### src/rtl/audio_pkg.sv
// Shared audio types for the effects chain front end.
package audio_pkg;

    localparam int SAMPLE_W = 32;

    typedef logic [32:1] sample_t;

    // SYNC: waiting for a right-to-left boundary; LEFT/RIGHT: assembling that channel.
    typedef enum logic [1:0] {
        SYNC  = 2'd0,
        LEFT  = 2'd1,
        RIGHT = 2'd2
    } i2s_state_t;

endpackage

### src/rtl/sync_edge.sv
// Multi-stage synchroniser for an asynchronous codec line, with rising-edge detect.
module sync_edge #(
    parameter int STAGES = 2
) (
    input  logic clock,
    input  logic reset,
    input  logic async_in,
    output logic sync_out,
    output logic rise
);

    logic [STAGES-1:0] sync_q;
    logic [STAGES-1:0] sync_d;
    logic              prev_q;
    logic              prev_d;

    // Shift the raw line through the chain; remember the last synced value for edge detect.
    always_comb begin
        sync_d = {sync_q[STAGES-2:0], async_in};
        prev_d = sync_q[STAGES-1];
    end

    // Synchroniser and previous-value registers.
    always_ff @(posedge clock or posedge reset) begin
        if (reset) begin
            sync_q <= '0;
            prev_q <= 1'b0;
        end else begin
            sync_q <= sync_d;
            prev_q <= prev_d;
        end
    end

    assign sync_out = sync_q[STAGES-1];
    assign rise     = sync_q[STAGES-1] & ~prev_q;

endmodule

### src/rtl/i2s_receiver.sv
// I2S ADC deserialiser: oversamples bclk/lrck/adcdat on the system clock and
// presents each completed stereo frame with a one-cycle valid strobe.
module i2s_receiver #(
    parameter int SAMPLE_W    = audio_pkg::SAMPLE_W,
    parameter int SYNC_STAGES = 2
) (
    input  logic              clock,
    input  logic              reset,
    input  logic              bclk,
    input  logic              lrck,
    input  logic              adcdat,
    output logic [SAMPLE_W:1] outleft,
    output logic [SAMPLE_W:1] outright,
    output logic              valid,
    output logic              locked
);

    import audio_pkg::*;

    localparam int CNT_W = $clog2(SAMPLE_W + 1);

    logic tick;
    logic lr;
    logic d;
    logic bclk_sync;
    logic lr_rise;
    logic d_rise;
    logic unused_edges;

    sync_edge #(.STAGES(SYNC_STAGES)) u_sync_bclk (
        .clock    (clock),
        .reset    (reset),
        .async_in (bclk),
        .sync_out (bclk_sync),
        .rise     (tick)
    );

    sync_edge #(.STAGES(SYNC_STAGES)) u_sync_lrck (
        .clock    (clock),
        .reset    (reset),
        .async_in (lrck),
        .sync_out (lr),
        .rise     (lr_rise)
    );

    sync_edge #(.STAGES(SYNC_STAGES)) u_sync_adcdat (
        .clock    (clock),
        .reset    (reset),
        .async_in (adcdat),
        .sync_out (d),
        .rise     (d_rise)
    );

    // Only the bclk edge matters; lrck/adcdat are sampled on that edge.
    assign unused_edges = &{1'b0, lr_rise, d_rise, bclk_sync};

    i2s_state_t          state_q, state_d;
    logic                lr_prev_q, lr_prev_d;
    logic [SAMPLE_W-1:0] shift_q, shift_d;
    logic [CNT_W-1:0]    bitcnt_q, bitcnt_d;
    logic [SAMPLE_W-1:0] hold_left_q, hold_left_d;
    logic [SAMPLE_W-1:0] outleft_q, outleft_d;
    logic [SAMPLE_W-1:0] outright_q, outright_d;
    logic                valid_q, valid_d;
    logic                locked_q, locked_d;
    logic [SAMPLE_W-1:0] word;

    // Next-state: shift bits MSB-first on each tick, close the word on an lrck change.
    // The boundary tick still carries the LSB slot of the outgoing channel.
    always_comb begin
        state_d     = state_q;
        lr_prev_d   = lr_prev_q;
        shift_d     = shift_q;
        bitcnt_d    = bitcnt_q;
        hold_left_d = hold_left_q;
        outleft_d   = outleft_q;
        outright_d  = outright_q;
        valid_d     = 1'b0;
        locked_d    = locked_q;
        word        = shift_q;

        if (tick) begin
            if (bitcnt_q < CNT_W'(SAMPLE_W)) begin
                word[SAMPLE_W - 1 - int'(bitcnt_q)] = d;
                bitcnt_d = bitcnt_q + CNT_W'(1);
            end
            shift_d   = word;
            lr_prev_d = lr;

            if (lr != lr_prev_q) begin
                shift_d  = '0;
                bitcnt_d = '0;
                case (state_q)
                    SYNC: begin
                        if (!lr) begin
                            state_d = LEFT;
                        end
                    end
                    LEFT: begin
                        if (lr) begin
                            hold_left_d = word;
                            state_d     = RIGHT;
                        end
                    end
                    RIGHT: begin
                        if (!lr) begin
                            outleft_d  = hold_left_q;
                            outright_d = word;
                            valid_d    = 1'b1;
                            locked_d   = 1'b1;
                            state_d    = LEFT;
                        end
                    end
                    default: begin
                        state_d = SYNC;
                    end
                endcase
            end
        end
    end

    // State, datapath and output registers.
    always_ff @(posedge clock or posedge reset) begin
        if (reset) begin
            state_q     <= SYNC;
            lr_prev_q   <= 1'b0;
            shift_q     <= '0;
            bitcnt_q    <= '0;
            hold_left_q <= '0;
            outleft_q   <= '0;
            outright_q  <= '0;
            valid_q     <= 1'b0;
            locked_q    <= 1'b0;
        end else begin
            state_q     <= state_d;
            lr_prev_q   <= lr_prev_d;
            shift_q     <= shift_d;
            bitcnt_q    <= bitcnt_d;
            hold_left_q <= hold_left_d;
            outleft_q   <= outleft_d;
            outright_q  <= outright_d;
            valid_q     <= valid_d;
            locked_q    <= locked_d;
        end
    end

    assign outleft  = outleft_q;
    assign outright = outright_q;
    assign valid    = valid_q;
    assign locked   = locked_q;

endmodule

### config.mk
export PLATFORM = sky130hd
export DESIGN_NAME = i2s_receiver
export DESIGN_NICKNAME = d
export VERILOG_FILES = /design/src/rtl/audio_pkg.sv /design/src/rtl/sync_edge.sv /design/src/rtl/i2s_receiver.sv
export SDC_FILE = /design/constraint.sdc
export NUM_CORES = 1
export LEC_CHECK = 0
export ABC_AREA = 1
export BUFFER_PORTS_ARGS = -buffer_cell sky130_fd_sc_hd__buf_4
export CORE_ASPECT_RATIO = 0.7
export CORE_MARGIN = 3
export CORE_UTILIZATION = 35
export DETAILED_ROUTE_END_ITERATION = 8
export PLACE_DENSITY_LB_ADDON = 0.25
export REMOVE_ABC_BUFFERS = 1
export SLEW_MARGIN = 10
export SYNTH_ARGS = -nofsm -noshare
export SYNTH_HDL_FRONTEND = slang
export SYNTH_SLANG_ARGS = --single-unit
### constraint.sdc
create_clock -name clock -period 5.9 [get_ports clock]
set_clock_uncertainty 0.15 [all_clocks]
set_input_delay 0.59 -clock clock [delete_from_list [all_inputs] [get_ports clock]]
set_output_delay 0.59 -clock clock [all_outputs]
set_load 0.05 [all_outputs]
Word level (Yosys, flattened, before mapping)
Cells that the tools add are included.
{"block": "word_totals", "reg_bits": 146, "input_bits": 5, "output_inout_bits": 66}
{"block": "op_classes", "n_bitwise": 3, "n_mux": 14, "reduce_logical": 8, "n_lt_le_gt_ge": 3, "n_eq_ne": 5, "n_addsub": 2}
{"operator": "2-to-1 mux 32 bit", "n": 2}
{"operator": "bitwise mux 32 bit", "n": 1}
{"operator": "2-to-1 mux 6 bit", "n": 2}
{"operator": "AND reduction 4 bit", "n": 3}
{"operator": ">= comparator 7 x 1 -> 1 bit, second input constant", "n": 1}
{"operator": "less-than comparator 7 bit, second input constant", "n": 1}
{"operator": "subtractor 5 x 6 -> 7 bit, first input constant", "n": 1}
{"operator": "adder 6 x 1 -> 6 bit, second input constant", "n": 1}
{"operator": "less-than comparator 6 bit, second input constant", "n": 1}
{"operator": "demux 1 bit (select 5 bit)", "n": 1}
{"operator": "2-to-1 mux 1 bit", "n": 5}
{"operator": "2-to-1 mux 2 bit", "n": 2}
{"operator": "case mux 2 bit (2 select lines)", "n": 1}
{"operator": "== test 2 x 1 -> 1 bit, second input constant", "n": 1}
{"operator": "== test 2 bit, second input constant", "n": 1}
{"operator": "logical NOT 2 bit", "n": 1}
{"operator": "!= test 2 x 1 -> 1 bit, second input constant", "n": 1}
{"operator": "!= test 2 bit, second input constant", "n": 1}
{"operator": "NOT 1 bit", "n": 2}
{"operator": "AND reduction 2 bit", "n": 1}
{"operator": "nonzero test 2 bit", "n": 1}
{"operator": "OR reduction 2 bit", "n": 1}
{"operator": "AND 1 bit", "n": 1}
{"operator": "logical AND 1 bit", "n": 1}
{"operator": "!= test 1 bit", "n": 1}

Longest topological paths before layout
{"block": "depth", "ltp_word": 8, "ltp_mapped": 9}

Modules after synthesis
Synthesis repeated with hierarchy kept, for this count alone.
{"block": "unflattened", "cells_unflattened": 785, "hier_area_um2": 6451.2}
{"mod": "i2s_receiver", "cells_each": 767, "area_each_um2": 6184.7, "instances": 1, "seq_area_each_um2": 3478.3}
{"mod": "sync_edge", "cells_each": 6, "area_each_um2": 88.8, "instances": 3, "seq_area_each_um2": 75.1}

Least setup slack after synthesis
No wires, ideal clock.
{"block": "synth_timing", "kind": "register to register", "startpoint": "register u_sync_lrck.sync_q[1]", "endpoint": "register outright_q[24] (netlist: outright[25])", "stages_incl_launch_ff": 9, "slack_ns": 4.294, "t_arrival_ns": 1.339, "required_time_ns": 5.632, "path_cell_list": "dfrtp_1 > ha_1 > inv_2 > nand2_4 > nor2_8 > inv_2 > buf_2 > nand2_1 > nand2_1"}
{"block": "synth_between", "elab_chain_cells": 2}
{"element": "start, declared", "line": "sync_edge.sv:12", "rtl": "logic [STAGES-1:0] sync_q;"}
{"element": "start signal, assigned", "line": "sync_edge.sv:29", "rtl": "sync_q <= sync_d;"}
{"element": "!= test 1 bit or NOT 1 bit (tied branches)"}
{"element": "AND reduction 4 bit (no source line) *"}
{"element": "end signal, assigned", "line": "i2s_receiver.sv:141", "rtl": "outright_q <= outright_d;"}
{"element": "end, declared", "line": "i2s_receiver.sv:63", "rtl": "logic [SAMPLE_W-1:0] outright_q, outright_d;"}
Mark *: on every way between the ends. The rest lies on a longest branch, timed or not.
A chain may end at the register's enable or synchronous reset.

Worst setup path in the final report
{"block": "layout_timing", "startpoint": "register u_sync_lrck.sync_q[1]", "endpoint": "register outleft_q[24] (netlist: outleft[25])"}
{"block": "layout_between", "elab_chain_cells": 2}
{"element": "!= test 1 bit or NOT 1 bit (tied branches)"}
{"element": "AND reduction 4 bit (no source line) *"}
{"element": "end signal, assigned", "line": "i2s_receiver.sv:140", "rtl": "outleft_q <= outleft_d;"}
{"element": "end, declared", "line": "i2s_receiver.sv:62", "rtl": "logic [SAMPLE_W-1:0] outleft_q, outleft_d;"}
Marked as above.

==> results.py <==
metrics = {
    "global_route": {
        "grt_pass1_vias": 4887,
        "antenna_found_initial": 0,
        "globalRouteTotalUtil": 0.156,
        "grt_overflow": 0,
        "grt_max_degree": 98,
        "grt_pass1_wl_um": 25500,
    },
    "flow_run": {
        "maxCapViolCount": 0,
    },
    "critical_path": {
        "worst-path-max-fanout": 67,
        "reg2regPathDepth": 7,
        "cp-start-kind": "register",
        "reg2reg_slack_ps": 2980,
        "arrival_ps": 3070,
        "critPathLaunch": "u_sync_lrck.sync_q[1]",
        "critical_path.slowest_cell": "nor2_8",
        "rr_startpoint": "u_sync_lrck.sync_q[1]",
        "r2r-end": "outleft[25]",
        "critical_path_class": "reg -> reg",
        "crit_path_end": "outleft[25]",
        "crit_required_ps": 6050,
        "endpoint_kind": "register",
        "cpPeakStageDelay_ps": 700,
        "cp_cell_sequence": "ha_1 > inv_2 > nand2_4 > nor2_8 > inv_2 > nand2_1 > nand2_1",
        "cp.depth": 7,
        "critical_path.top_delay_family": "simple AND/OR/NAND/NOR gates",
        "crit_buf_inv": 2,
    },
    "die": {
        "core_mm2": 0.0176,
        "initial_core_util": 0.367,
        "fp.dieH_um": 119,
        "ioPinCount": 71,
        "die_w_um": 168,
        "fp-row-count": 40,
        "die_area_mm2": 0.0201,
    },
    "clock_tree": {
        "cts_buffer_depth": 2,
        "cts_tree": "built",
        "cts_setup_buffers": 0,
        "cts_sinks": 146,
        "clk_pin_slew_worst_paths_ps": 60,
        "cts_hold_buf": 0,
        "cts_root_buf": "clkbuf_16",
        "htreeDepth": 4,
        "insertion_delay_ps": 420,
        "cts_made_buffers": 17,
        "cts_resized": 0,
    },
    "timing": {
        "fin_crit_ps": 2920,
        "hold_viol": 0,
        "finalSetupViolations": 0,
        "grt_setup_unrepaired": "false",
        "maxSlewHeadroom": 0.244,
        "maxSlewViolCount": 0,
        "period_share": 0.495,
        "clock.fmax_mhz": 342,
        "tightest_slew_ps": 1130,
        "tns_ps": 0,
    },
    "routing": {
        "num_vias": 5026,
        "ant_nets": 0,
        "via_per_inst": 4.71,
        "first_pass_iters": 5,
        "wire_per_inst_um": 13.9,
        "drc": 0,
        "routed_wl_um": 14900,
        "drt_iter0_markers": 427,
    },
    "worst_hold_path": {
        "min-delay-start": "bclk",
        "hold_class": "in -> reg",
    },
    "power_and_ir_drop": {
        "p_per_area_mw_per_mm2": 315,
        "power.share.switching": 0.291,
        "p_seq_frac": 0.458,
        "p_int_w": 0.00169,
        "leakage_nw": 4.20,
        "p_clk_frac": 0.411,
        "power.switching_w": 0.000697,
        "combPwrFrac": 0.131,
        "ir_drop_v": 0.000203,
    },
    "placement": {
        "dpl_cell_area_mm2": 0.00706,
        "place_congestion": 0.885,
        "port_buffers": 70,
        "dpl.hpwl_um": 9110,
    },
    "yosys": {
        "ys_top_cells_by_area": "dfrtp_1 57%, nand2_1 20%, nand3_1 11%",
        "synth_seq_cells": 146,
        "ys_warn_count": 0,
        "postSynthCellCount": 773,
        "synth_commonest_cells": "338 x nand2_1, 146 x dfrtp_1, 141 x nand3_1, 36 x inv_1, 23 x buf_2",
        "yosysTopAreaCellShare": 0.567,
        "ys.flop_type": "dfrtp_1",
        "synth_most_common_cell": "nand2_1",
        "avgSynthCellArea_um2": 8.33,
        "synth-seq-area-share": 0.567,
        "synth_edf_count": 0,
        "async_flop_share": 1.00,
        "syn_area_mm2": 0.00644,
        "yosysTopAreaCell": "dfrtp_1",
        "synth.distinct_cells": 24,
    },
    "outcome": {
        "status": "finished, final reports clean",
    },
    "finish": {
        "antenna_cells": 0,
        "drive_gt1_frac": 0.142,
        "filler_cell_count": 1764,
        "design_area_mm2": 0.00759,
        "syn_to_final_growth_pct": 17.9,
        "nets": 835,
    },
}
-- state kept, by name, indices dropped and copies added (netlist names) --
name	cells
u_sync_lrck.sync_q	2
shift_q	32
u_sync_adcdat.sync_q	2
lr_prev_q	1
locked	1
state_q	2
hold_left_q	32
bitcnt_q	6
valid	1
u_sync_bclk.prev_q	1
outright	32
u_sync_bclk.sync_q	2
outleft	32
-- area by class of cell --
| cell class | instances | area (um2) | area share |
|---|---|---|---|
| Inverter | 44 | 170 | 0.0224 |
| Sequential cell | 146 | 3650 | 0.481 |
| Tap cell | 231 | 289 | 0.0381 |
| Clock inverter | 9 | 58.8 | 0.00775 |
| Clock buffer | 22 | 474 | 0.0625 |
| Multi-Input combinational cell | 545 | 2410 | 0.318 |
| Timing Repair Buffer | 71 | 533 | 0.0702 |
-- how the worst min path moves through the flow --
stage / slack (ps) / depth (start not counted) / endpoint
detailed placement: 190 / 0 / u_sync_bclk.sync_q[1]
CTS: 110 / 1 / u_sync_bclk.sync_q[0]
global route: 110 / 1 / u_sync_bclk.sync_q[0]
finish: 120 / 1 / u_sync_bclk.sync_q[0]
global placement: 190 / 0 / u_sync_bclk.sync_q[1]
floorplan: 180 / 0 / u_sync_adcdat.sync_q[1]
-- power groups by stage --
stage | Clock, W | Combinational [W] | Sequential, W
after floorplan | 0 | 0.000163 | 0.00116
after global placement | 0 | 0.000313 | 0.00111
after detailed placement | 0 | 0.000314 | 0.00111
after CTS | 0.000998 | 0.000315 | 0.00110
after global routing | 0.00105 | 0.000351 | 0.00110
final | 0.000983 | 0.000313 | 0.00110
-- worst reg2reg max path, delay by kind of cell (launching register included) --
kind	cells	cell delay (ps)
adder cells (fa/ha/maj)	1	380
flip-flops	1	400
AND/OR/NAND/NOR	4	1090
buffers and inverters	2	800
-- kinds of logic after synthesis --
kind of cell,count (synthesis),share of synthesized area
fa+ha+maj,5,0.00971
flops,146,0.567
compound gates,21,0.0210
buf+inv,82,0.0593
simple gates,519,0.343
-- per-stage QoR --
step                      cells  hold WS, ps  setup slack, ps   util  total power, W
after floorplan             735          181             1240      -         0.00133
after global placement     1037          189             2950  0.402         0.00142
after detailed placement   1037          186             2900  0.402         0.00143
after CTS                  1068          114             2890  0.432         0.00241
after global routing       1068          111             2600  0.432         0.00250
final                      1068          122             2980  0.432         0.00239
-- routing by layer --
metal | global-route usage | up-vias | wire length, um
li1 | - | 2569 | -
met1 | 0.248 | 2326 | 7970
met2 | 0.210 | 121 | 5950
met3 | 0.0375 | 10 | 809
met4 | 0.0388 | 0 | 120
met5 | 0 | - | 0
-- cell usage in the layout (no fill, tap or decap), drive strengths merged --
master and count:
o21bai 12, inv 44, nand3 142, or2 1, o21ai 6, clkbuf 22, a21oi 3, dfrtp 146
nand4 11, nor2 25, clkinv 5, nand2 340, buf 71, ha 5, clkinvlp 4
Power figures use the tool's default switching activity.
